<file path="src/rtl/sub_64_seq_if.sv">
// sub_64_seq_if: request/result bundle between a datapath controller (master)
// and the sequential subtractor (slave). The ovf signal exists only when the
// SUB_OVF_EN macro is defined.
interface sub_64_seq_if #(
    parameter int WIDTH = 64
);
    logic             start;
    logic [WIDTH-1:0] a;
    logic [WIDTH-1:0] b;
    logic             b_in;
    logic             ready;
    logic             valid;
    logic [WIDTH-1:0] diff;
    logic             b_out;
`ifdef SUB_OVF_EN
    logic             ovf;

    modport master (
        output start, a, b, b_in,
        input  ready, valid, diff, b_out, ovf
    );

    modport slave (
        input  start, a, b, b_in,
        output ready, valid, diff, b_out, ovf
    );
`else
    modport master (
        output start, a, b, b_in,
        input  ready, valid, diff, b_out
    );

    modport slave (
        input  start, a, b, b_in,
        output ready, valid, diff, b_out
    );
`endif
endinterface

</file>
<file path="src/rtl/sub_64_seq.sv">
// sub_64_seq: multi-cycle subtractor computing a - b - b_in, one SLICE-bit
// slice per clock with the borrow registered between slices. WIDTH must be a
// multiple of SLICE. Optional signed-overflow output enabled by the macro
// SUB_OVF_EN; the default build omits the ovf port and all overflow logic.
module sub_64_seq #(
    parameter int WIDTH = 64,
    parameter int SLICE = 16
) (
    input  logic          clk,
    input  logic          rst_n,
    sub_64_seq_if.slave   bus
);

    localparam int NSLICE = WIDTH / SLICE;
    localparam int KW     = (NSLICE > 1) ? $clog2(NSLICE) : 1;
    localparam logic [KW-1:0] K_LAST = KW'(NSLICE - 1);

    typedef enum logic [0:0] {
        IDLE = 1'b0,
        CALC = 1'b1
    } state_t;

    state_t           state;
    state_t           state_next;

    // Operand snapshot and partial result being assembled slice by slice.
    logic [WIDTH-1:0] a_q;
    logic [WIDTH-1:0] b_q;
    logic [WIDTH-1:0] part_q;
    logic [WIDTH-1:0] part_next;

    // Architecturally visible result registers.
    logic [WIDTH-1:0] diff_q;
    logic             b_out_q;
    logic             valid_q;

    logic [KW-1:0]    k_q;
    logic             borrow_q;

    logic [SLICE-1:0] a_k;
    logic [SLICE-1:0] b_k;
    logic [SLICE:0]   slice_sum;
    int               slice_lo;

    logic             accept;
    logic             last;
    logic             done;

    assign accept = (state == IDLE) && bus.start;
    assign last   = (k_q == K_LAST);
    assign done   = (state == CALC) && last;

    // Single-slice arithmetic: a_k - b_k - borrow as a_k + ~b_k + ~borrow.
    // NOTE: every variable driven here gets a value before any conditional
    // code, so no path leaves it unassigned and no latch is inferred.
    always_comb begin
        slice_lo  = SLICE * int'(k_q);
        a_k       = a_q[slice_lo +: SLICE];
        b_k       = b_q[slice_lo +: SLICE];
        slice_sum = {1'b0, a_k} + {1'b0, ~b_k} + {{SLICE{1'b0}}, ~borrow_q};
        part_next = part_q;
        part_next[slice_lo +: SLICE] = slice_sum[SLICE-1:0];
    end

    // FSM next-state: leave IDLE on start, return after the last slice.
    always_comb begin
        state_next = state;
        case (state)
            IDLE:    if (bus.start) state_next = CALC;
            CALC:    if (last)      state_next = IDLE;
            default:                state_next = IDLE;
        endcase
    end

    // FSM state register.
    // NOTE: clocked state uses non-blocking assignments so every register
    // samples pre-edge values regardless of process evaluation order.
    always_ff @(posedge clk or negedge rst_n) begin
        if (!rst_n) begin
            state <= IDLE;
        end else begin
            state <= state_next;
        end
    end

    // Operand capture and partial-result assembly.
    // NOTE: these registers carry no reset: operands are loaded at acceptance
    // and every partial slice is written before diff copies it, so their
    // power-up contents are never observable.
    always_ff @(posedge clk) begin
        if (accept) begin
            a_q <= bus.a;
            b_q <= bus.b;
        end
        if (state == CALC) begin
            part_q <= part_next;
        end
    end

    // Slice counter and inter-slice borrow.
    always_ff @(posedge clk or negedge rst_n) begin
        if (!rst_n) begin
            k_q      <= '0;
            borrow_q <= 1'b0;
        end else if (accept) begin
            k_q      <= '0;
            borrow_q <= bus.b_in;
        end else if (state == CALC) begin
            k_q      <= k_q + 1'b1;
            borrow_q <= ~slice_sum[SLICE];
        end
    end

    // Result registers: updated only on the edge that finishes the last slice.
    always_ff @(posedge clk or negedge rst_n) begin
        if (!rst_n) begin
            diff_q  <= '0;
            b_out_q <= 1'b0;
            valid_q <= 1'b0;
        end else begin
            valid_q <= done;
            if (done) begin
                diff_q  <= part_next;
                b_out_q <= ~slice_sum[SLICE];
            end
        end
    end

`ifdef SUB_OVF_EN
    logic ovf_q;

    // Signed overflow: operand signs differ and the result sign differs from a.
    always_ff @(posedge clk or negedge rst_n) begin
        if (!rst_n) begin
            ovf_q <= 1'b0;
        end else if (done) begin
            ovf_q <= (a_q[WIDTH-1] ^ b_q[WIDTH-1]) & (a_q[WIDTH-1] ^ part_next[WIDTH-1]);
        end
    end

    assign bus.ovf = ovf_q;
`endif

    assign bus.ready = (state == IDLE);
    assign bus.valid = valid_q;
    assign bus.diff  = diff_q;
    assign bus.b_out = b_out_q;

endmodule

</file>
<file path="src/flat_wrapper.sv">
// flat-port wrapper written by rule: the top's interface ports become plain ports
module sub_64_seq_flat 
#(
    parameter int WIDTH = 64,
    parameter int SLICE = 16
)
  (clk, rst_n, bus_start, bus_a, bus_b, bus_b_in, bus_ready, bus_valid, bus_diff, bus_b_out);
  sub_64_seq_if #(.WIDTH(WIDTH)) bus_i ();
  input  logic clk;
  input  logic rst_n;
  input wire logic [$bits(bus_i.start)-1:0] bus_start;
  input wire logic [$bits(bus_i.a)-1:0] bus_a;
  input wire logic [$bits(bus_i.b)-1:0] bus_b;
  input wire logic [$bits(bus_i.b_in)-1:0] bus_b_in;
  output wire logic [$bits(bus_i.ready)-1:0] bus_ready;
  output wire logic [$bits(bus_i.valid)-1:0] bus_valid;
  output wire logic [$bits(bus_i.diff)-1:0] bus_diff;
  output wire logic [$bits(bus_i.b_out)-1:0] bus_b_out;
  assign bus_i.start = bus_start;
  assign bus_i.a = bus_a;
  assign bus_i.b = bus_b;
  assign bus_i.b_in = bus_b_in;
  assign bus_ready = bus_i.ready;
  assign bus_valid = bus_i.valid;
  assign bus_diff = bus_i.diff;
  assign bus_b_out = bus_i.b_out;
  sub_64_seq #(.WIDTH(WIDTH), .SLICE(SLICE)) u_core (.clk(clk), .rst_n(rst_n), .bus(bus_i));
endmodule
</file>
<file path="config.mk">
export PLATFORM = sky130hd
export DESIGN_NAME = sub_64_seq_flat
export DESIGN_NICKNAME = d
export VERILOG_FILES = /design/src/rtl/sub_64_seq_if.sv /design/src/rtl/sub_64_seq.sv /design/src/flat_wrapper.sv
export SDC_FILE = /design/constraint.sdc
export NUM_CORES = 1
export LEC_CHECK = 0
export CAP_MARGIN = 25
export CORE_MARGIN = 2
export CORE_UTILIZATION = 52
export CTS_BUF_LIST = sky130_fd_sc_hd__clkbuf_16
export DETAILED_ROUTE_END_ITERATION = 12
export PLACE_DENSITY = 0.86
export SETUP_SLACK_MARGIN = 0.5
export SLEW_MARGIN = 20
export SYNTH_ARGS = -nofsm -noshare
export SYNTH_HDL_FRONTEND = slang
export SYNTH_SLANG_ARGS = --single-unit
</file>
<file path="constraint.sdc">
create_clock -name clk -period 9.7 [get_ports clk]
set_input_delay 1.455 -clock clk [delete_from_list [all_inputs] [get_ports clk]]
set_output_delay 1.455 -clock clk [all_outputs]
set_load 0.02 [all_outputs]
</file>
==> results of run 1 <==
[logic make-up after synthesis]
| kind of cell | after synthesis | synth area share (%) |
|---|---|---|
| DFF | 246 | 68.44 |
| and+or+nand+nor | 179 | 7.471 |
| AOI/OAI and AO/OA | 155 | 10.00 |
| buffers and inverters | 63 | 2.397 |
| muxes | 40 | 7.873 |
| adders and majority gates | 22 | 2.823 |
| xor gates and xnor gates | 10 | 0.9978 |
[registers in the layout, summed over array words and instances, names as in the netlist, 2 cells and up]
signal           cells
u_core.b_q          64
u_core.bus.diff     64
u_core.part_q       48
u_core.a_q          64
u_core.k_q           2
[power breakdown]
group          internal [mW]  leakage (nW)  total (mW)  switching, mW
logic                  0.920          2.07        2.38           1.46
clock network          0.575         0.419       0.961          0.385
registers               1.54          2.58        1.70          0.165
[stage by stage]
stage | setup WS (ns) | std cells | power, mW | util, %
6_report | 5.750 | 1200 | 5.041 | 68.66
2_1_floorplan | 2.271 | 715 | 3.268 | -
4_1_cts | 5.764 | 1199 | 5.038 | 68.62
5_1_grt | 5.537 | 1200 | 5.322 | 68.66
3_5_place_dp | 5.615 | 1154 | 4.074 | 64.38
3_3_place_gp | 5.650 | 1154 | 4.006 | 64.38
[path summary, 6_finish.rpt]
check	start	depth (start not counted)	to	slack (ns)
max in group asynchronous	rst_n	2	u_core.k_q[1]	7.90
worst min-delay path	u_core.bus.diff[36]	2	u_core.bus.diff[36]	0.48
worst max register to register	u_core.k_q[1]	9	u_core.part_q[14]	5.75
worst max-delay path	u_core.k_q[1]	9	u_core.part_q[14]	5.75
worst min register to register	u_core.bus.diff[36]	2	u_core.bus.diff[36]	0.48
min in group asynchronous	rst_n	2	u_core.bus.diff[13]	1.15
[per-layer routing]
metal	up-vias	wire length [um]	share of wire (%)	track usage (%)
li1	3086	-	-	-
met1	3325	9288	41	29.45
met2	303	11400	50	37.74
met3	43	1555	6.8	3.675
met4	0	585	2.6	6.694
met5	-	0	0	0
[cells in the final DEF, fill, tap and decap left out, types with 5 or more instances in the layout]
cell / instances
buf_4: 8
xnor2_1: 6
mux2_2: 7
dfrtp_1: 67
nand2_1: 111
o2bb2ai_1: 10
ha_1: 20
edfxtp_1: 176
o21ai_1: 11
a31oi_1: 16
clkinv_1: 7
mux4_2: 32
inv_1: 32
nor2_1: 36
nor3_1: 6
a21oi_1: 29
clkinv_2: 7
clkdlybuf4s50_1: 197
a22o_1: 11
o21ai_0: 38
clkbuf_16: 25
nand3_1: 5
[critical path: cells and delay by family, from the launching register on]
| family | cells | cell delay, ns |
|---|---|---|
| compound gates | 5 | 1.09 |
| xor+xnor | 1 | 0.31 |
| fa+ha+maj | 2 | 0.91 |
| flops | 1 | 0.92 |
| mux | 1 | 0.43 |
[area by class of cell]
type | count | area [um^2] | area share [%]
clock buffer | 25 | 625.6 | 4.682
clock inverter | 20 | 198.9 | 1.489
inverter | 32 | 120.1 | 0.8989
multi-input combinational | 406 | 3009 | 22.52
sequential | 246 | 7041 | 52.69
tap | 265 | 331.6 | 2.481
timing repair buffer | 206 | 2037 | 15.24
==> impl_metrics.csv, run 1 <==
group,metric,value,unit
floorplanning,fp.dieW,144.6,um
yosys,synthCells,715,
pwr,p_per_area,377.2,nW/um^2
route,routed_via_density,5.631,
clock_tree,clockRootBuffer,"clkbuf_16",
route,dr_total_vias,6757,
sta,worstMarginPinSlew,0.9586,ns
sta,period_share,40.73,%
critical_path,worst_path_max_delay_cell,"dfrtp_2",
critical_path,critPathLaunchType,"flop",
yosys,syn_nets,869,
global_route,antenna_found_initial,0,
yosys,synthFlopType,"edfxtp_1",
floorplanning,die-height,144.6,um
place,io_buffer_count,198,
yosys,post_synth.cell_area_avg,14.38,um^2
yosys,synth.top_cell.area_share,51.40,%
global_route,gr-total-overflow,0,
yosys,yosys.cell_count.top_type,"edfxtp_1",
global_route,grtUsageTotal,22.12,%
place,globalplace.congestion,0.8234,
sta,fin_crit,3.950,ns
global_route,grt_pass1_vias,6807,
yosys,synth.distinct_cells,61,
clock_tree,cts_tree,"done",
sta,rsz0062_at_grt,"no",
yosys,synth_top_area_cell,"edfxtp_1",
clock_tree,path_clk_slew,0.06,ns
finish,layout-drive-gt1-share,11.44,%
pwr,leakage,5.065,nW
sta,fin_skew,0.01419,ns
clock_tree,cts_sinks,246,
finish,fill_cells,1336,
critical_path,worstPathCellList,"mux4_2 > fa_1 > fa_1 > a211oi_1 > o21ba_2 > a211oi_4 > a31oi_2 > xor2_2 > o21ai_0",
critical_path,path_class,"flop to flop",
critical_path,critPathCaptureType,"flop",
clock_tree,cts_setup_buffers,0,
clock_tree,cts_buffers,25,
flow_run,cap_violations,0,
clock_tree,htreeDepth,1,
sta,max_freq,253.1,MHz
floorplanning,ios,199,
sta,finalMaxSlewViolations,0,
finish,final_nets,1071,
critical_path,worst_ep_arrival_time,4.19,ns
finish,diodes,0,
sta,finalHoldViolCount,0,
clock_tree,cts-resized-gates,0,
critical_path,crit_top_cell,"fa_1",
place,dpl.hpwl,16130,um
global_route,grt_pass1_wl,35430,um
floorplanning,floorplan.initialDensity,52.83,%
route,wl,22830,um
yosys,synth_commonest_cells,"176 x edfxtp_1, 112 x nand2_1, 70 x dfrtp_1",
floorplanning,core-area,19460,um^2
route,first_pass_iters,5,
worst_hold_path,hp-class,"flop to flop",
yosys,async_reset_ff_share,28.46,%
yosys,synth_edf_count,176,
floorplanning,dieArea,20910,um^2
yosys,ys_ff_latch,246,
critical_path,required,9.94,ns
clock_tree,clockBufferDepth,3,
finish,design_area,13360,um^2
global_route,grt_max_degree,81,
route,antenna_left,0,
yosys,synth_area_leaders,"edfxtp_1 51%, dfrtp_1 17%, mux4_2 7.0%, nand2_1 4.1%, ha_1 2.4%",
critical_path,critPathMaxStageDelay,0.92,ns
sta,hold_ws,0.4847,ns
finish,area_growth,29.96,%
sta,setup_viol_count_final,0,
critical_path,cp_max_fo,35,
route,wl_per_cell,19.02,um
clock_tree,clock_latency,0.51,ns
yosys,syn_area,10280,um^2
clock_tree,cts_hold_buf,0,
place,place_area,12530,um^2
yosys,yosysWarnings,0,
floorplanning,rows,51,
pwr,vdd_ir_drop_max,0.2188,mV
sta,setup_tns,0,ns
route,drtIter0Drc,487,
status,status,"finished, final reports clean",
sta,slew_headroom,36.09,%
route,drcViolationCount,0,
yosys,ys_seq_area_share,68.44,%
(Power assumes the default switching activity.)
==> run 2: changes to the inputs <==
==> constraint.sdc (replaced) <==
create_clock -name clk -period 4.1 [get_ports clk]
set_input_delay 0.615 -clock clk [delete_from_list [all_inputs] [get_ports clk]]
set_output_delay 0.615 -clock clk [all_outputs]
set_load 0.02 [all_outputs]
==> impl_metrics.csv, run 2 (synthesis results as in run 1) <==
group,metric,value,unit
status,status,"finished, final reports clean",
clock_tree,htreeDepth,1,
sta,slew_headroom,51.64,%
critical_path,worst_path_max_delay_cell,"mux4_2",
place,globalplace.congestion,0.8101,
global_route,antenna_found_initial,0,
sta,worstMarginPinSlew,0.7202,ns
clock_tree,cts_tree,"done",
floorplanning,core-area,19460,um^2
finish,final_common_cell,"clkdlybuf4s50_1",
global_route,grt_pass1_wl,36980,um
pwr,leakage,5.108,nW
finish,final_nets,1078,
route,antenna_left,0,
critical_path,reg2reg_slack,0.70,ns
clock_tree,clockBufferDepth,3,
global_route,gr-total-overflow,0,
sta,max_freq,294.0,MHz
route,drcViolationCount,0,
finish,diodes,0,
floorplanning,fp.dieW,144.6,um
clock_tree,cts_sinks,246,
floorplanning,rows,51,
clock_tree,path_clk_slew,0.06,ns
place,io_buffer_count,198,
pwr,vdd_ir_drop_max,0.4658,mV
finish,design_area,13420,um^2
place,place_area,12590,um^2
critical_path,required,4.34,ns
critical_path,critPathCaptureType,"flop",
sta,finalHoldViolCount,0,
finish,final_util,68.97,%
flow_run,cap_violations,0,
clock_tree,cts_hold_buf,0,
critical_path,critPathTopFamily,"adder cells",
critical_path,critPathMaxStageDelay,0.53,ns
route,first_pass_iters,5,
route,wl_per_cell,19.81,um
floorplanning,dieArea,20910,um^2
route,routed_via_density,5.693,
global_route,grt_pass1_vias,6961,
critical_path,critPathLaunchType,"flop",
global_route,grt_max_degree,72,
floorplanning,die-height,144.6,um
finish,mostFrequentLayoutCells,"197 x clkdlybuf4s50_1, 176 x edfxtp_1, 111 x nand2_1",
floorplanning,floorplan.initialDensity,52.83,%
sta,finalMaxSlewViolations,0,
sta,rsz0062_at_grt,"no",
clock_tree,clock_latency,0.51,ns
finish,fill_cells,1321,
critical_path,path_class,"flop to flop",
route,drtIter0Drc,552,
critical_path,cp_num_buf_inv,0,
sta,fin_crit,3.401,ns
finish,layout-drive-gt1-share,11.57,%
sta,setup_tns,0,ns
sta,setup_viol_count_final,0,
route,wl,23920,um
floorplanning,ios,199,
sta,period_share,82.95,%
route,dr_total_vias,6871,
global_route,grtUsageTotal,23.32,%
clock_tree,cts_buffers,25,
critical_path,cp_max_fo,6,
clock_tree,clockRootBuffer,"clkbuf_16",
critical_path,worstPathCellList,"mux4_2 > fa_1 > fa_1 > a211oi_2 > o21ba_2 > a211oi_4 > a31oi_4 > xor2_2 > o21ai_0",
sta,fin_skew,0.01074,ns
critical_path,crit_top_cell,"fa_1",
critical_path,worst_ep_arrival_time,3.64,ns
pwr,p_per_area,900.3,nW/um^2
worst_hold_path,hp-class,"primary input to asynchronous set/reset pin",
finish,area_growth,30.54,%
place,dpl.hpwl,16820,um
==> run 2: cell count changes in the layout (fill, tap and decap cells not counted), moves of 2 or more <==
cell      before  now
buf_12         0    2
buf_4          8   12
clkinv_2       7    3
inv_1         32   39
==> run 2: cell type report <==
cell class | count | area [um^2] | share of cell area (%)
repair buffers | 213 | 2118 | 15.78
clock buffers | 25 | 625.6 | 4.661
inverters | 32 | 120.1 | 0.8949
clock inverters | 20 | 161.4 | 1.202
well taps | 265 | 331.6 | 2.470
flip-flops and latches | 246 | 7043 | 52.47
multi-input cells | 406 | 3023 | 22.52
==> run 2: repair_timing <==
item,CTS,global route
buffers inserted,4,0
resized for setup,0,4
endpoints found under the setup margin,2,14
==> run 2: routing by layer <==
metal	track usage [%]	wire length, um	vias up
li1	-	-	3096
met1	30.27	9139	3345
met2	39.74	12050	386
met3	4.603	2034	44
met4	7.818	688	0
met5	0	0	-
==> run 2: per-stage QoR <==
| step | hold slack (ns) | power (mW) | cells | worst slack, ns |
|---|---|---|---|---|
| after global routing | 0.06626 | 12.78 | 1207 | 0.5290 |
| after floorplan | 0.3194 | 7.700 | 715 | 0.5106 |
| final | 0.03659 | 12.08 | 1207 | 0.6991 |
| after global placement | 0.4621 | 9.536 | 1157 | 0.5809 |
| after detailed placement | 0.4635 | 9.715 | 1158 | 0.4985 |
| after CTS | 0.03681 | 12.05 | 1207 | 0.6130 |
==> run 2: power by group <==
group | leakage, nW | switching [mW] | internal (mW)
combinational | 2.12 | 3.60 | 2.28
clock | 0.417 | 0.908 | 1.29
sequential | 2.58 | 0.362 | 3.64
==> run 2: worst paths after layout <==
path                                        to  cells after the start           startpoint
min in group clk           u_core.bus.diff[34]                      2  u_core.bus.diff[34]
max in group asynchronous  u_core.bus.diff[52]                      3                rst_n
setup / recovery             u_core.part_q[30]                      9        u_core.k_q[0]
hold reg to reg            u_core.bus.diff[34]                      2  u_core.bus.diff[34]
setup reg to reg             u_core.part_q[30]                      9        u_core.k_q[0]
hold / removal              u_core.bus.diff[2]                      1                rst_n
